--- config.mk ---
export PLATFORM = sky130hd
export DESIGN_NAME = ans_to_ascii_flat
export DESIGN_NICKNAME = d
export VERILOG_FILES = /design/src/rtl/calc_pkg.sv /design/src/rtl/ans_to_ascii_if.sv /design/src/rtl/dabble_step.sv /design/src/rtl/ans_to_ascii.sv /design/src/flat_wrapper.sv
export SDC_FILE = /design/constraint.sdc
export NUM_CORES = 1
export LEC_CHECK = 0
export CORE_AREA = 10 10 206 159
export DETAILED_ROUTE_END_ITERATION = 8
export DIE_AREA = 0 0 216 169
export PLACE_DENSITY = 0.67
export SETUP_SLACK_MARGIN = 0.05
export SLEW_MARGIN = 40
export SYNTH_ARGS = -nofsm -noshare
export SYNTH_HDL_FRONTEND = slang
export SYNTH_SLANG_ARGS = --single-unit
--- constraint.sdc ---
create_clock -name clk -period 7.7 [get_ports clk]
set_clock_uncertainty 0.05 [all_clocks]
set_input_delay 1.54 -clock clk [delete_from_list [all_inputs] [get_ports clk]]
set_output_delay 1.54 -clock clk [all_outputs]
set_load 0.02 [all_outputs]
--- src/rtl/calc_pkg.sv ---
// Shared calculator definitions: ASCII codes, string geometry,
// and the ans_to_ascii state encoding.
package calc_pkg;

  localparam logic [7:0] CHAR_NL       = 8'h0A;
  localparam logic [7:0] CHAR_MINUS    = 8'h2D;
  localparam logic [7:0] CHAR_ZERO     = 8'h30;
  localparam logic [7:0] CHAR_LBRACKET = 8'h5B;
  localparam logic [7:0] CHAR_RBRACKET = 8'h5D;

  localparam int STR_CHARS  = 32;
  localparam int STR_W      = STR_CHARS * 8;
  localparam int BCD_DIGITS = 10;
  localparam int BCD_W      = BCD_DIGITS * 4;

  typedef enum logic [2:0] {
    S_IDLE,
    S_LOAD,
    S_CONV,
    S_SCAN,
    S_EMIT,
    S_DONE
  } a2a_state_t;

endpackage

--- src/rtl/ans_to_ascii_if.sv ---
// Request/result bundle between a result producer and ans_to_ascii.
// The master issues start/value; the slave returns the string.
interface ans_to_ascii_if;
  import calc_pkg::*;

  logic             start;
  logic [31:0]      value;
  logic [STR_W-1:0] out;
  logic             busy;
  logic             done;

  modport master (
    output start, value,
    input  out, busy, done
  );

  modport slave (
    input  start, value,
    output out, busy, done
  );

endinterface

--- src/rtl/dabble_step.sv ---
// One double-dabble iteration: add 3 to BCD digits >= 5,
// then shift {bcd, mag} left by one bit.
module dabble_step (
  input  logic [39:0] bcd,
  input  logic [31:0] mag,
  output logic [39:0] bcd_next,
  output logic [31:0] mag_next
);

  logic [39:0] adj;

  always_comb begin
    adj = bcd;
    for (int j = 0; j < 10; j++) begin
      if (bcd[4*j +: 4] >= 4'd5)
        adj[4*j +: 4] = bcd[4*j +: 4] + 4'd3;
    end
    {bcd_next, mag_next} = {adj[38:0], mag, 1'b0};
  end

endmodule

--- src/rtl/ans_to_ascii.sv ---
// Converts a 32-bit result into a newline-terminated decimal string,
// double-dabble over 32 cycles then one output byte per cycle.
module ans_to_ascii
  import calc_pkg::*;
#(
  parameter bit SIGNED = 1'b1
) (
  input  logic               clk,
  input  logic               rst,
  ans_to_ascii_if.slave      bus
);

  a2a_state_t state, state_nx;

  logic [31:0]      val_q;
  logic [31:0]      mag;
  logic [39:0]      bcd;
  logic [5:0]       iter;
  logic             sign;
  logic [3:0]       ndig;
  logic [3:0]       ptr;
  logic [STR_W-1:0] out_q;
  logic             busy_q;
  logic             done_q;

  logic [39:0] bcd_step;
  logic [31:0] mag_step;
  logic        ld_sign;
  logic [3:0]  scan_d;
  logic [3:0]  k;
  logic [3:0]  dig;
  logic [7:0]  emit_byte;
  logic        emit_last;
  logic        accept;

  dabble_step u_step (
    .bcd      (bcd),
    .mag      (mag),
    .bcd_next (bcd_step),
    .mag_next (mag_step)
  );

  assign accept  = bus.start &&
                   (state == S_IDLE || state == S_DONE);
  assign ld_sign = SIGNED & val_q[31];

  always_comb begin
    scan_d = 4'd1;
    for (int j = 0; j < 10; j++) begin
      if (bcd[4*j +: 4] != 4'd0)
        scan_d = 4'(j + 1);
    end
  end

  // k is the position within the digit run, past any sign byte
  always_comb begin
    k   = ptr - {3'b000, sign};
    dig = 4'd0;
    for (int j = 0; j < 10; j++) begin
      if (4'(j) == ndig - 4'd1 - k)
        dig = bcd[4*j +: 4];
    end
    emit_last = 1'b0;
    if (sign && ptr == 4'd0) begin
      emit_byte = CHAR_MINUS;
    end else if (k == ndig) begin
      emit_byte = CHAR_NL;
      emit_last = 1'b1;
    end else begin
      emit_byte = CHAR_ZERO + {4'd0, dig};
    end
  end

  always_comb begin
    state_nx = state;
    unique case (state)
      S_IDLE, S_DONE: if (accept) state_nx = S_LOAD;
      S_LOAD: state_nx = S_CONV;
      S_CONV: if (iter == 6'd31) state_nx = S_SCAN;
      S_SCAN: state_nx = S_EMIT;
      S_EMIT: if (emit_last) state_nx = S_DONE;
      default: state_nx = S_IDLE;
    endcase
  end

  always_ff @(posedge clk or negedge rst) begin
    if (!rst) state <= S_IDLE;
    else      state <= state_nx;
  end

  always_ff @(posedge clk or negedge rst) begin
    if (!rst) begin
      val_q  <= '0;
      mag    <= '0;
      bcd    <= '0;
      iter   <= '0;
      sign   <= 1'b0;
      ndig   <= '0;
      ptr    <= '0;
      out_q  <= '0;
      busy_q <= 1'b0;
      done_q <= 1'b0;
    end else begin
      unique case (state)
        S_IDLE, S_DONE: begin
          if (accept) begin
            val_q  <= bus.value;
            out_q  <= '0;
            done_q <= 1'b0;
            busy_q <= 1'b1;
          end
        end
        S_LOAD: begin
          sign <= ld_sign;
          mag  <= ld_sign ? (~val_q + 32'd1) : val_q;
          bcd  <= '0;
          iter <= '0;
        end
        S_CONV: begin
          bcd  <= bcd_step;
          mag  <= mag_step;
          iter <= iter + 6'd1;
        end
        S_SCAN: begin
          ndig <= scan_d;
          ptr  <= '0;
        end
        S_EMIT: begin
          for (int i = 0; i < 12; i++) begin
            if (ptr == 4'(i))
              out_q[STR_W-1-8*i -: 8] <= emit_byte;
          end
          ptr <= ptr + 4'd1;
          if (emit_last) begin
            done_q <= 1'b1;
            busy_q <= 1'b0;
          end
        end
        default: ;
      endcase
    end
  end

  assign bus.out  = out_q;
  assign bus.busy = busy_q;
  assign bus.done = done_q;

endmodule

--- src/flat_wrapper.sv ---
// flat-port wrapper written by rule: the top's interface ports become plain ports
module ans_to_ascii_flat import calc_pkg::*;
#(
  parameter bit SIGNED = 1'b1
)
  (clk, rst, bus_start, bus_value, bus_out, bus_busy, bus_done);
  ans_to_ascii_if bus_i ();
  input  logic clk;
  input  logic rst;
  input wire logic [$bits(bus_i.start)-1:0] bus_start;
  input wire logic [$bits(bus_i.value)-1:0] bus_value;
  output wire logic [$bits(bus_i.out)-1:0] bus_out;
  output wire logic [$bits(bus_i.busy)-1:0] bus_busy;
  output wire logic [$bits(bus_i.done)-1:0] bus_done;
  assign bus_i.start = bus_start;
  assign bus_i.value = bus_value;
  assign bus_out = bus_i.out;
  assign bus_busy = bus_i.busy;
  assign bus_done = bus_i.done;
  ans_to_ascii #(.SIGNED(SIGNED)) u_core (.clk(clk), .rst(rst), .bus(bus_i));
endmodule
# Word-level counts from Yosys, hierarchy flattened

Cells that the tools add are included.

Add/sub/neg operators: 17
Multiplexer cells: 62
Bitwise operators: 1
Reduce and logical (&&, ||, !) cells: 34
Order comparisons: 10
Equal/unequal tests: 42

Operators by type and width:

| operator                                                           | count |
|---|---|
| 2-to-1 mux 256 bit                                                 | 1 |
| one-hot mux 96 bit (2 select lines)                                | 1 |
| 2-to-1 mux 8 bit                                                   | 14 |
| 2-to-1 mux 4 bit                                                   | 27 |
| one-hot mux 40 bit (2 select lines)                                | 1 |
| one-hot mux 32 bit (2 select lines)                                | 1 |
| AND reduction 3 bit                                                | 14 |
| greater-or-equal comparator 4 x 3 -> 1 bit (second input constant) | 10 |
| adder 4 x 2 -> 4 bit (second input constant)                       | 9 |
| nonzero test 4 bit                                                 | 9 |
| adder 32 x 1 -> 32 bit (second input constant)                     | 1 |
| 2-to-1 mux 32 bit                                                  | 1 |
| inverter 32 bit                                                    | 1 |
| != test 2 x 1 -> 1 bit (second input constant)                     | 15 |
| equality test 3 x 4 -> 1 bit (first input constant)                | 4 |
| equality test 4 x 3 -> 1 bit (second input constant)               | 4 |
| equality test 4 bit (second input constant)                        | 4 |
| one-hot mux 3 bit (5 select lines)                                 | 1 |
| 2-to-1 mux 3 bit                                                   | 4 |
| one-hot mux 6 bit (2 select lines)                                 | 1 |
| equality test 2 x 4 -> 1 bit (first input constant)                | 2 |
| equality test 4 x 2 -> 1 bit (second input constant)               | 2 |
| equality test 4 bit (first input constant)                         | 2 |
| logical NOT 4 bit                                                  | 2 |
| 24 further kinds                                                   | 35 |

Output and inout port bits: 258
Logic and storage cells: 188
Input bits: 35
Bits in registers: 220

# Logic depth before layout (Yosys ltp)

Depth after elaboration: 18
Gate-level depth with buffers: 13
Mapped depth without buffers: 11

# Cells and area by module

Synthesis repeated with hierarchy kept, for this count alone.

Cell total of the unflattened synthesis: 1301
Area total of the unflattened synthesis: 12049.1 um^2

Modules (own cells, without submodules):

| module       | area an instance (um^2) | instances | cells an instance |
|---|---|---|---|
| ans_to_ascii | 10804.1                 | 1         | 1111 |
| dabble_step  | 1244.9                  | 1         | 190 |

# Worst setup path after synthesis

OpenSTA, ideal clock, no wires.

Path type: input-to-reg
Start point: input bus_start
End point: register u_core.val_q[10]
Arrival: 3.097 ns
Stages: 6
Path slack: 4.428 ns
Buffers on the path: 1
Library setup time: 0.125 ns
Data required time: 7.525 ns
Cells stage by stage: inv_1 > maj3_1 > or3_1 > nor2_1 > buf_2 > mux2_2

Longest elaborated chain between the ends: 2

Ends and longest elaborated chain:

| item                                 | RTL line            | source |
|---|---|---|
| start, declared                      | flat_wrapper.sv:10  | `input wire logic [$bits(bus_i.start)-1:0] bus_start;` |
| logical AND 1 bit                    | ans_to_ascii.sv:43  | `assign accept = bus.start &&` |
| AND reduction 2 bit (no source line) | --                  |  |
| end signal, assigned                 | ans_to_ascii.sv:107 | `val_q <= bus.value;` |
| end, declared                        | ans_to_ascii.sv:15  | `logic [31:0] val_q;` |

Every way passes these cells.
A chain may end at the register's enable or synchronous reset.

# Worst setup path in the final report

Start point: register u_core.ptr[0]
End point: register u_core.out_q[241] (netlist: u_core.bus.out[241])

Longest elaborated chain between the ends: 18
Elaborated cells between the ends (all ways): 33

Ends and longest elaborated chain:

| item                                | RTL line            | source |
|---|---|---|
| start, declared                     | ans_to_ascii.sv:21  | `logic [3:0] ptr;` |
| start signal, assigned              | ans_to_ascii.sv:133 | `ptr <= ptr + 4'd1;` |
| subtractor 4 x 1 -> 4 bit           | ans_to_ascii.sv:57  | `k = ptr - {3'b000, sign};` |
| subtractor 4 bit                    | ans_to_ascii.sv:60  | `if (4'(j) == ndig - 4'd1 - k)` |
| logical NOT 4 bit                   | ans_to_ascii.sv:60  |  |
| 2-to-1 mux 4 bit (10 in series)     | ans_to_ascii.sv:60  |  |
| adder 6 x 4 -> 7 bit                | ans_to_ascii.sv:70  | `emit_byte = CHAR_ZERO + {4'd0, dig};` |
| 2-to-1 mux 8 bit                    | ans_to_ascii.sv:66  | `end else if (k == ndig) begin` |
| 2-to-1 mux 8 bit                    | ans_to_ascii.sv:64  | `if (sign && ptr == 4'd0) begin` |
| 2-to-1 mux 8 bit                    | ans_to_ascii.sv:130 | `if (ptr == 4'(i))` |
| one-hot mux 96 bit (2 select lines) | ans_to_ascii.sv:104 | `unique case (state)` |
| end signal, assigned by index       | ans_to_ascii.sv:131 | `out_q[STR_W-1-8*i -: 8] <= emit_byte;` |
| end, declared                       | ans_to_ascii.sv:22  | `logic [STR_W-1:0] out_q;` |

Several ways; a longest one is shown, not always the timed one. The select of a mux whose other input is x is not followed.

==> out/results.ini <==
[cts]
h-tree-depth=4
cts_tree=built
hold_buffers=0
clock-sinks=196
cts_made_buffers=17
clockBufferDepth=2
insertion_delay_ns=0.45
root_buffer=clkbuf_16
post_cts_buffers=0
clk_pin_slew_ns=0.07
ctsResizeCount=0

[layout]
final_cell_mix=dfrtp_1, conb_1, clkdlybuf4s50_1, nand2_1, o21ai_0
mostFrequentLayoutCell=dfrtp_1
final_nets=1252
area_delta_synth_final_pct=11.6
diodes=0
fillers=2755
fin_area_sq_um=12600
drive_gt1_share_pct=11.5

[power_and_ir_drop]
vdd_drop_max_uv=241
p_int_mw=2.83
seqPwrFrac_pct=34.0
p_per_area_nw_per_um2=394
switching_share_pct=43.1
combPwrFrac_pct=48.4
p_clk_share_pct=17.6
switchingPower_mw=2.14
p_leak_nw=5.75

[global_route]
grt_max_degree=114
grt_overflow_total=0
grt_util_all_layers_pct=13.5
grt_pass1_wl_microns=41400
antenna_found_initial=0
grt_pass1_vias=7593

[floorplanning]
die_width_microns=216
initial_core_util_pct=39.4
die_h_microns=169
dieArea_sq_um=36500
core_area_sq_um=28700
rows=54
boundaryPins=293

[sta]
tns_ns=0
slew_headroom_pct=50.0
post-route-min-period_ns=3.83
hold_viol=0
grt_setup_unrepaired=false
finalCritPeriodShare_pct=49.8
finalWorstSetupSlack_ns=3.87
max_freq_ghz=0.261
setup_viol=0
tightest_slew_ns=0.750
drv_slew=0

[setup_path]
max_stage_delay_ns=0.72
cp_num_buf_inv=3
worstPathArrival_ns=4.10
criticalPathCategory=register to register
critPathLaunchType=register
worst_path_dominant_cell_family=adder cells
crit_fanout=9
path_cells=inv_1, ha_1, ha_2, inv_1, fa_1, mux4_2, mux2i_1, mux2i_1, a2bb2oi_1, buf_4, o21ai_0
required_ns=7.96
critPathCaptureType=register
crit_slowest_cell=fa_1

[routing]
wl_per_cell_microns=16.3
routed_wl_microns=25900
ant_nets=0
drt-initial-drc-count=464
first_pass_iters=5
dr_total_vias=7669
drc=0
via_per_inst=4.82

[yosys]
ys_seq_area_share_pct=43.4
synth_edf_count=0
syn_inst=1108
ys_ff_latch=196
ys.flop_type=dfrtp_1
yosysWarningCount=0
async_flop_share_pct=100
yosysUniqueCellTypes=69
netlist_area_sq_um=11300
syn_area_per_cell_sq_um=10.2

[placement]
pre_cts_ws_ns=3.42
dp_hpwl_microns=18800
port_buffers=108
place_area_sq_um=12100
place.gp.congestion=0.846

[run]
maxCapViolCount=0

[outcome]
status=finished, final reports clean

[worst_hold_path]
hp-class=register to register

-- registers in the layout (all words and copies together) (netlist names) --
signal,flops
u_core.state,3
u_core.mag,32
u_core.bcd,40
u_core.val_q,32
u_core.iter,6
u_core.bus.done,1
u_core.sign,1
u_core.ptr,4
u_core.ndig,4
u_core.bus.out,72
u_core.bus.busy,1
-- area by class of cell --
class                           count  area [sq um]  share of cell area, %
Multi-Input combinational cell    822          5380                   42.6
Sequential cell                   196          4910                   38.8
Timing Repair Buffer              116          1160                   9.20
Tap cell                          392           490                   3.88
Clock buffer                       19           443                   3.51
Clock inverter                     13           126                   1.00
Inverter                           32           120                  0.951
-- per-stage QoR --
| stage | hold slack (ns) | cells | utilization, % | total power [mW] |
|---|---|---|---|---|
| after floorplan | 0.400 | 1291 | - | 3.47 |
| after global placement | 0.410 | 1558 | 41.9 | 4.07 |
| after detailed placement | 0.414 | 1558 | 42.0 | 4.12 |
| after CTS | 0.430 | 1590 | 44.0 | 5.01 |
| after global routing | 0.452 | 1590 | 44.0 | 5.33 |
| final | 0.428 | 1590 | 44.0 | 4.98 |
-- per-layer routing --
layer | vias to the layer above | track usage [%] | part of all wire [%]
met5 | - | 0 | 0
met4 | 0 | 2.85 | 0.70
met3 | 18 | 3.17 | 4.2
met2 | 169 | 22.4 | 49
met1 | 3808 | 17.7 | 46
li1 | 3674 | - | -
-- synth_stat cells (5+ instances only) --
library cell    n  area share, %
a21o_1         18            1.2
a21oi_1        41            1.8
a22oi_1        29            1.9
a32o_1         10           0.88
buf_2           7           0.31
buf_4         185             12
clkbuf_1       47            1.6
dfrtp_1       196             43
ha_1           31            3.4
inv_1          31            1.0
mux2_2         64            6.4
mux2i_1        12            1.1
mux4_2          5            1.0
nand2_1        80            2.7
nand2b_1       13           0.72
nand3_1        10           0.44
nor2_1         40            1.3
nor2b_1        12           0.66
nor3b_1         6           0.40
o211ai_1        6           0.40
o21ai_0        71            3.1
o21ai_1        19           0.84
o22ai_1        11           0.61
o31ai_1        23            1.5
o32ai_1         9           0.70
or3_1          17           0.94
xnor2_1        13            1.0
xor2_1         32            2.5
-- logic make-up after synthesis --
group,share of synthesized area [%]
other,0.0331
muxes,8.53
buffers and inverters,15.3
DFF,43.4
xor gates and xnor gates,4.16
adders and majority gates,3.69
AOI/OAI and AO/OA,15.1
and+or+nand+nor,9.88
-- power groups by stage --
stage	Combinational (mW)	Sequential [mW]	Clock, mW
2_1_floorplan	1.70	1.76	0
3_3_place_gp	2.37	1.69	0
3_5_place_dp	2.41	1.71	0
4_1_cts	2.42	1.69	0.893
5_1_grt	2.63	1.75	0.940
6_report	2.41	1.69	0.877
-- worst paths after layout --
| kind | start | to | slack [ns] | cells past startpoint |
|---|---|---|---|---|
| setup / recovery | u_core.ptr[0] | u_core.bus.out[241] | 3.87 | 11 |
| hold / removal | u_core.bus.out[220] | u_core.bus.out[220] | 0.43 | 1 |
| setup reg to reg | u_core.ptr[0] | u_core.bus.out[241] | 3.87 | 11 |
| hold reg to reg | u_core.bus.out[220] | u_core.bus.out[220] | 0.43 | 1 |
| max in group asynchronous | rst | u_core.mag[27] | 5.37 | 2 |
| min in group asynchronous | rst | u_core.val_q[19] | 1.01 | 1 |
No activity file was read; power rests on OpenSTA's default activity.
